## src/rtl/prediction_display_ctrl.sv

```systemverilog
// Prediction display controller: syncs the NN done level, captures argmax, drives blinking/held 7-seg digits.
// Optional macro PRED_HISTORY_EN enables the three-deep history on hex1..hex3.
module prediction_display_ctrl #(
    parameter int BLINK_HALF    = 12500000,
    parameter int BLINK_TOGGLES = 6
) (
    input  logic       CLOCK_50,
    input  logic       resetn,
    input  logic       done,
    input  logic [3:0] argmax_in,
    input  logic       clear,
    output logic [6:0] hex0,
    output logic [6:0] hex1,
    output logic [6:0] hex2,
    output logic [6:0] hex3,
    output logic       new_result,
    output logic [7:0] result_count,
    output logic [1:0] state_dbg
);

    localparam int BW = $clog2(BLINK_HALF + 1);
    localparam int TW = $clog2(BLINK_TOGGLES + 1);
    localparam logic [6:0] SEG_BLANK = 7'h7F;
    localparam logic [6:0] SEG_DASH  = 7'h3F;

    typedef enum logic [1:0] {
        IDLE     = 2'b00,
        SHOW_NEW = 2'b01,
        HOLD     = 2'b10
    } state_t;

    function automatic logic [6:0] seg_decode(input logic [3:0] v);
        logic [6:0] s;
        case (v)
            4'd0:    s = 7'h40;
            4'd1:    s = 7'h79;
            4'd2:    s = 7'h24;
            4'd3:    s = 7'h30;
            4'd4:    s = 7'h19;
            4'd5:    s = 7'h12;
            4'd6:    s = 7'h02;
            4'd7:    s = 7'h78;
            4'd8:    s = 7'h00;
            4'd9:    s = 7'h10;
            4'd10:   s = SEG_DASH;
            default: s = SEG_BLANK;
        endcase
        return s;
    endfunction

    state_t          state_r, state_s;
    logic            sync1_r, sync2_r, sync3_r;
    logic [BW-1:0]   blink_r, blink_s;
    logic [TW-1:0]   tog_r, tog_s;
    logic            vis_r, vis_s;
    logic [6:0]      newest_r, newest_s;
    logic [6:0]      hex0_r, hex0_s;
    logic            pulse_r, pulse_s;
    logic [7:0]      count_r, count_s;
    logic            capture_s;
`ifdef PRED_HISTORY_EN
    logic [6:0]      hist1_r, hist2_r, hist3_r;
    logic [6:0]      hist1_s, hist2_s, hist3_s;
`endif

    // Rising edge of the synchronized done level; sync3 only remembers the previous sync2 value.
    assign capture_s = sync2_r & ~sync3_r;

    // Next-state, blink sequencing and history shift; clear takes priority over a capture.
    always_comb begin
        state_s  = state_r;
        blink_s  = blink_r;
        tog_s    = tog_r;
        vis_s    = vis_r;
        newest_s = newest_r;
        count_s  = count_r;
        pulse_s  = 1'b0;
`ifdef PRED_HISTORY_EN
        hist1_s  = hist1_r;
        hist2_s  = hist2_r;
        hist3_s  = hist3_r;
`endif
        if (clear) begin
            state_s  = IDLE;
            blink_s  = '0;
            tog_s    = '0;
            vis_s    = 1'b1;
            newest_s = SEG_BLANK;
            count_s  = 8'd0;
`ifdef PRED_HISTORY_EN
            hist1_s  = SEG_BLANK;
            hist2_s  = SEG_BLANK;
            hist3_s  = SEG_BLANK;
`endif
        end else if (capture_s) begin
            state_s  = SHOW_NEW;
            blink_s  = '0;
            tog_s    = '0;
            vis_s    = 1'b1;
            newest_s = seg_decode(argmax_in);
            count_s  = (count_r == 8'hFF) ? 8'hFF : count_r + 8'd1;
            pulse_s  = 1'b1;
`ifdef PRED_HISTORY_EN
            hist3_s  = hist2_r;
            hist2_s  = hist1_r;
            hist1_s  = newest_r;
`endif
        end else begin
            case (state_r)
                IDLE: begin
                    state_s = IDLE;
                end
                SHOW_NEW: begin
                    if (blink_r == BW'(BLINK_HALF - 1)) begin
                        blink_s = '0;
                        if (tog_r == TW'(BLINK_TOGGLES - 1)) begin
                            state_s = HOLD;
                            tog_s   = '0;
                            vis_s   = 1'b1;
                        end else begin
                            tog_s = tog_r + TW'(1);
                            vis_s = ~vis_r;
                        end
                    end else begin
                        blink_s = blink_r + BW'(1);
                    end
                end
                HOLD: begin
                    state_s = HOLD;
                end
                default: begin
                    state_s = IDLE;
                end
            endcase
        end

        case (state_s)
            IDLE:     hex0_s = SEG_DASH;
            SHOW_NEW: hex0_s = vis_s ? newest_s : SEG_BLANK;
            HOLD:     hex0_s = newest_s;
            default:  hex0_s = SEG_DASH;
        endcase
    end

    // State, synchronizer and display registers.
    always_ff @(posedge CLOCK_50 or posedge resetn) begin
        if (resetn) begin
            state_r  <= IDLE;
            sync1_r  <= 1'b0;
            sync2_r  <= 1'b0;
            sync3_r  <= 1'b0;
            blink_r  <= '0;
            tog_r    <= '0;
            vis_r    <= 1'b1;
            newest_r <= SEG_BLANK;
            hex0_r   <= SEG_DASH;
            pulse_r  <= 1'b0;
            count_r  <= 8'd0;
`ifdef PRED_HISTORY_EN
            hist1_r  <= SEG_BLANK;
            hist2_r  <= SEG_BLANK;
            hist3_r  <= SEG_BLANK;
`endif
        end else begin
            state_r  <= state_s;
            sync1_r  <= done;
            sync2_r  <= sync1_r;
            sync3_r  <= sync2_r;
            blink_r  <= blink_s;
            tog_r    <= tog_s;
            vis_r    <= vis_s;
            newest_r <= newest_s;
            hex0_r   <= hex0_s;
            pulse_r  <= pulse_s;
            count_r  <= count_s;
`ifdef PRED_HISTORY_EN
            hist1_r  <= hist1_s;
            hist2_r  <= hist2_s;
            hist3_r  <= hist3_s;
`endif
        end
    end

    assign hex0         = hex0_r;
    assign new_result   = pulse_r;
    assign result_count = count_r;
    assign state_dbg    = state_r;
`ifdef PRED_HISTORY_EN
    assign hex1 = hist1_r;
    assign hex2 = hist2_r;
    assign hex3 = hist3_r;
`else
    assign hex1 = SEG_BLANK;
    assign hex2 = SEG_BLANK;
    assign hex3 = SEG_BLANK;
`endif

endmodule

```

## config.mk

```make
export PLATFORM = sky130hd
export DESIGN_NAME = prediction_display_ctrl
export DESIGN_NICKNAME = d
export VERILOG_FILES = /design/src/rtl/prediction_display_ctrl.sv
export SDC_FILE = /design/constraint.sdc
export NUM_CORES = 1
export LEC_CHECK = 0
export CAP_MARGIN = 20
export CORE_MARGIN = 2
export CORE_UTILIZATION = 40
export CTS_CLUSTER_SIZE = 12
export DETAILED_ROUTE_END_ITERATION = 7
export REMOVE_ABC_BUFFERS = 1
export SYNTH_ARGS = -nofsm -noshare
export SYNTH_HDL_FRONTEND = slang
export SYNTH_SLANG_ARGS = --single-unit
```

## constraint.sdc

```tcl
create_clock -name CLOCK_50 -period 2.4 [get_ports CLOCK_50]
set_input_delay 0.36 -clock CLOCK_50 [delete_from_list [all_inputs] [get_ports CLOCK_50]]
set_output_delay 0.36 -clock CLOCK_50 [all_outputs]
set_load 0.005 [all_outputs]
```

==> impl_metrics.yaml, run 1 <==
status:
  outcome: "finished, final reports clean"
floorplanning:
  core_sq_um: 7730
  die_area_sq_um: 8670
  ios: 47
  rows: 32
  initial_core_util_pct: 41.1
  die_w_um: 93.1
  floorplan.die.height_um: 93.1
clocking:
  clock_latency_ns: 0.31
  clock-sinks: 56
  path_clk_slew_ns: 0.10
  cts_tree: "yes"
  numCtsBuffers: 5
  clock-root-buffer: "clkbuf_8"
  clockBufferDepth: 2
  cts_max_level: 2
worst_setup_path:
  rrSetupSlack_ns: 0.08
  r2r_cells: 9
  cp-end-kind: "register"
  worstPathRequired_ns: 2.64
  cp_max_fo: 6
  startpoint: "blink_r[7]"
  worstReg2RegEnd: "hex0[4]"
  path_class: "reg -> reg"
  reg2reg_from: "blink_r[7]"
  start_kind: "register"
  cp.arrival_ns: 2.56
global_routing:
  grt_overflow: 0
  grt_first_pass_wirelength_um: 11300
  grt_pass1_vias: 2362
  antenna_found_initial: 0
  grt_usage_pct: 16.1
  grt_max_degree: 57
logic_synthesis:
  netlist_area_sq_um: 3180
  yosys_warnings: 0
  synth-main-ff-cell: "dfrtp_1"
  avgSynthCellArea_sq_um: 9.29
  syn-instance-count: 342
  ys_types: 52
  synth_edf_count: 0
  ys_ff_latch: 56
  ys_seq_area_share_pct: 44.6
  async_flop_share_pct: 100
placement:
  placed_cell_area_sq_um: 3630
  dpl.hpwl_um: 4660
  pre_cts_slack_ns: -0.0933
  gp_congestion: 0.760
  io_buffers: 25
pwr:
  power_switching_uw: 417
  power.share.sequential_pct: 57.9
  p_comb_share_pct: 10.0
  p_int_mw: 1.27
  p_leak_nw: 1.60
  power.total_mw: 1.69
  vdd_ir_drop_max_mv: 0.206
  power_frac_clock_pct: 32.1
  switching_share_pct: 24.7
  p_per_area_nw_per_um2: 441
hold_path:
  min_from: "sync1_r"
  holdPathEnd: "sync2_r"
  whs_path_depth: 0
  hold_path.class: "reg -> reg"
routing:
  vias_per_cell: 5.07
  dr.pass1.iters: 4
  vias: 2500
  drt.antenna.violating_nets: 0
  wl_per_cell_um: 13.6
  drt-initial-drc-count: 72
  drc: 0
  drt-total-wl_um: 6700
timing:
  finalMaxSlewViolations: 0
  min_period_ns: 2.32
  setup_viol: 0
  slew_headroom_pct: 60.4
  rsz0062_at_grt: "true"
  hold_ws_ns: 0.361
  post-route-period-util_pct: 96.7
  worst_slack_ns: 0.0786
  fmax_mhz: 431
  hold_viol_final: 0
  worst_pin_slew_ns: 0.593
  finalClockSkew_ns: 0.0104
final_layout:
  area_growth_syn_to_layout_pct: 20.6
  diodes: 0
  design_area_sq_um: 3830
  layout.nets: 409
  drive_gt1_share_pct: 19.4
flow_run:
  cap_violations: 0
[metrics by stage]
step	setup TNS (ns)	utilization, %	instances
after global routing	-0.279	49.6	493
final	0	49.6	493
after global placement	-0.162	46.9	480
after floorplan	0	-	327
after CTS	0	48.8	490
after detailed placement	-0.853	46.9	480
[registers in the layout, summed over array words and instances, names as in the netlist]
register,flops
tog_r,3
result_count,8
newest_r,7
new_result,1
vis_r,1
sync2_r,1
hex0,7
blink_r,24
sync1_r,1
sync3_r,1
state_dbg,2
[worst max-delay path, stage by stage (launching register included)]
cell      delay, ns
dfrtp_1        0.41
nor4_2         0.36
and2_1         0.26
nand3_4        0.09
o211ai_1       0.25
a21o_1         0.20
ha_4           0.22
a41oi_2        0.16
mux2_4         0.22
o21ai_1        0.07
[metal layers]
metal	part of all wire (%)	up-vias	global-route usage, %
met3	3.1	2	2.50
met4	0.24	0	3.31
met2	49	46	26.8
met1	47	1200	22.3
li1	-	1252	-
met5	0	-	0
[placed cells by master (no fill, tap or decap), drive strengths merged, types with 4 or more instances in the layout]
cell type,Yosys,final
nor2,47,47
dfrtp,42,42
buf,24,31
clkdlybuf4s50,0,25
nand2,22,22
conb,1,21
inv,17,17
nand3,17,17
o21ai,15,15
dfstp,14,14
xnor2,13,13
nor3,12,12
ha,11,11
nand2b,8,8
a211oi,7,7
a21oi,7,7
clkbuf,11,7
nand4,7,7
a31oi,6,6
and4,6,6
and3,5,5
o22ai,5,5
mux2i,4,4
a211o,4,4
[how the worst max path moves through the flow]
| stage | to | slack (ns) | cells after the start |
|---|---|---|---|
| 2_1_floorplan | hex0[0] | 0.03 | 10 |
| 3_3_place_gp | hex0[1] | -0.03 | 10 |
| 3_5_place_dp | hex0[3] | -0.09 | 10 |
| 4_1_cts | hex0[4] | 0.008 | 10 |
| 5_1_grt | hex0[4] | -0.06 | 10 |
| 6_report | hex0[4] | 0.08 | 9 |
[power by group through the flow]
stage | combinational, mW | sequential [mW] | clock [mW]
finish | 0.170 | 0.979 | 0.542
global route | 0.194 | 0.981 | 0.605
CTS | 0.169 | 0.979 | 0.565
detailed placement | 0.163 | 0.997 | 0
global placement | 0.162 | 0.996 | 0
floorplan | 0.0840 | 0.996 | 0
[cells in the mapped netlist, types with 2 or more instances]
cell type | n | area share (%)
or4b_1 | 2 | 0.63
nand3_1 | 17 | 2.7
o22ai_1 | 5 | 0.98
nor2_1 | 47 | 5.6
a31oi_1 | 6 | 1.2
nor3b_1 | 2 | 0.47
nand2_1 | 22 | 2.6
xnor2_1 | 13 | 3.6
dfstp_2 | 14 | 12
o31ai_1 | 3 | 0.71
a211o_1 | 3 | 0.83
a211oi_1 | 7 | 1.7
o21ai_0 | 15 | 2.4
and3_1 | 5 | 0.98
buf_2 | 2 | 0.31
a21oi_1 | 7 | 1.1
a311oi_1 | 2 | 0.55
clkbuf_1 | 11 | 1.3
nand4_4 | 2 | 1.3
and2_1 | 3 | 0.59
and4_1 | 4 | 1.1
o21a_1 | 2 | 0.47
xor2_1 | 2 | 0.55
mux2i_1 | 4 | 1.3
ha_1 | 11 | 4.3
inv_1 | 17 | 2.0
nand4_1 | 5 | 0.98
buf_4 | 21 | 5.0
nand3b_1 | 3 | 0.71
nor4b_1 | 2 | 0.55
nor3_1 | 11 | 1.7
a21o_1 | 2 | 0.47
nor4_1 | 3 | 0.59
dfrtp_1 | 42 | 33
nand2b_1 | 8 | 1.6
[kinds of logic (layout without fill, tap and decap cells)]
logic type      after synthesis  count (layout)  synth area share (%)
simple gates                142             142                  23.7
compound gates               59              59                  12.2
flops                        56              56                  44.6
buf+inv                      52              81                  8.70
xor+xnor                     15              15                  4.13
fa+ha+maj                    11              11                  4.33
mux                           6               6                  2.09
other cells                   1              21                 0.118
[layout make-up]
type	count	area (sq um)
timing repair buffer	56	495
clock inverter	1	7.51
fill	743	3900
sequential	56	1420
multi-input combinational	254	1630
tap	102	128
clock buffer	7	86.3
inverter	17	63.8
[repair_timing]
action | 4_1_cts | 5_1_grt
pin swaps | 2 | 4
resized for setup | 9 | 11
hold buffers | 0 | 0
buffers inserted | 2 | 3
setup endpoints to repair | 6 | 7
(Power assumes the default switching activity.)
==> run 2, diff against run 1 <==
HOLD_SLACK_MARGIN = 0.02   (was default)
REMOVE_ABC_BUFFERS = default   (was 1)
==> run 2 against run 1 <==
Non-clock buffer count shrank 5; total power is essentially flat; setup slack gained 0.0066 ns; global-route usage grew 0.95 points; sequential share of layout area grew 0.72 points; via count is essentially flat; clock-buffer cell count shrank 2; utilization shrank 0.94 points; critical path depth grew 1; clock power is essentially flat; final area shrank 1.9%; die area is the same; critical path type unchanged.
==> impl_metrics.yaml, run 2 (synthesized netlist as in run 1, its figures left out) <==
global_routing:
  grt_overflow: 0
  grt_usage_pct: 17.0
  grt_first_pass_wirelength_um: 12000
  antenna_found_initial: 0
  grt_pass1_vias: 2532
  grt_max_degree: 41
worst_setup_path:
  critPathTopFamily: "simple AND/OR/NAND/NOR gates"
  worstPathRequired_ns: 2.64
  path_class: "reg -> reg"
  r2r_cells: 10
  cpMostUsedCell: "ha_2"
  cp.depth: 10
  cp-end-kind: "register"
  crit_chain: "ha_2, and4_1, and4_4, nand3_2, nor2_1, o31ai_1, ha_2, a41oi_2, mux2_4, o21ai_0"
  crit_slowest_cell: "dfrtp_1"
  max_stage_delay_ns: 0.41
  cp.arrival_ns: 2.56
  start_kind: "register"
  cp_max_fo: 6
  path_buf_inv: 0
clocking:
  clock-sinks: 56
  clock-root-buffer: "clkbuf_8"
  clock_latency_ns: 0.31
  cts_max_level: 2
  clockBufferDepth: 2
  cts_tree: "yes"
  path_clk_slew_ns: 0.11
  ctsHoldBuffers: 0
  numCtsBuffers: 5
routing:
  vias: 2502
  drc: 0
  dr_wl_met3_um: 186
  top_layer: "met4"
  dr.pass1.iters: 4
  vias_per_cell: 5.13
  met1_length_um: 3270
  wl_per_cell_um: 14.0
  drt.antenna.violating_nets: 0
  wl_met2_um: 3330
  drt-initial-drc-count: 73
  drt-total-wl_um: 6840
final_layout:
  largest_register_ff_count: 24
  area_growth_syn_to_layout_pct: 18.3
  layout.nets: 404
  final_common_cell: "nor2_1"
  design_area_sq_um: 3760
  final_cell_mix: "47 x nor2_1, 42 x dfrtp_1, 25 x clkdlybuf4s50_1, 25 x buf_4, 22 x nand2_1"
  regMostFlops: "blink_r"
  drive_gt1_share_pct: 17.1
  fin_util_pct: 48.6
  diodes: 0
floorplanning:
  die_w_um: 93.1
  ios: 47
  die_area_sq_um: 8670
  rows: 32
  initial_core_util_pct: 41.1
  floorplan.die.height_um: 93.1
  core_sq_um: 7730
timing:
  finalMaxSlewViolations: 0
  hold_ws_ns: 0.338
  fin_setup_tns_ns: 0
  slew_headroom_pct: 61.1
  post-route-period-util_pct: 96.4
  worst_pin_slew_ns: 0.578
  setup_viol: 0
  worst_slack_ns: 0.0852
  hold_viol_final: 0
  finalClockSkew_ns: 0.00444
  fmax_mhz: 432
  min_period_ns: 2.31
placement:
  placed_cell_area_sq_um: 3600
  io_buffers: 25
  pre_cts_slack_ns: -0.00787
  gp_congestion: 0.837
  dpl.hpwl_um: 4790
flow_run:
  cap_violations: 0
pwr:
  p_leak_nw: 1.58
  p_per_area_nw_per_um2: 450
  vdd_ir_drop_max_mv: 0.287
status:
  outcome: "finished, final reports clean"
hold_path:
  hold_path.class: "in -> async"
-- run 2: final timing paths --
check,startpoint,endpoint,slack [ns]
max,blink_r[1],hex0[0],0.09
min,resetn,tog_r[2],0.34
max reg2reg,blink_r[1],hex0[0],0.09
min reg2reg,sync1_r,sync2_r,0.36
max in group asynchronous,resetn,newest_r[6],1.45
min in group CLOCK_50,sync1_r,sync2_r,0.36
-- run 2: final cells by class --
| class | instances | area, sq um |
|---|---|---|
| tap | 102 | 128 |
| sequential | 56 | 1420 |
| inverter | 17 | 63.8 |
| fill | 738 | 3970 |
| timing repair buffer | 51 | 458 |
| clock inverter | 3 | 22.5 |
| multi-input combinational | 254 | 1600 |
| clock buffer | 5 | 68.8 |
-- run 2: power by group --
group          total, mW  switching [mW]  internal (mW)
combinational      0.167           0.102         0.0656
clock              0.544           0.333          0.210
sequential         0.979         0.00911          0.970
-- run 2: timing repair --
action,in CTS,in global routing
cloned,0,0
buffers inserted,0,3
setup endpoints to repair,6,6
resized for setup,4,6
pin swaps,1,5
-- run 2: stage by stage --
step | cells | total power [mW]
after floorplan | 362 | 1.12
after global placement | 477 | 1.16
after detailed placement | 477 | 1.16
after CTS | 485 | 1.71
after global routing | 488 | 1.78
final | 488 | 1.69
-- run 2: layer usage --
layer / global-route usage (%) / vias up
met5: 0 / -
met4: 3.68 / 0
met3: 3.30 / 5
met2: 29.1 / 44
met1: 22.5 / 1214
li1: - / 1239
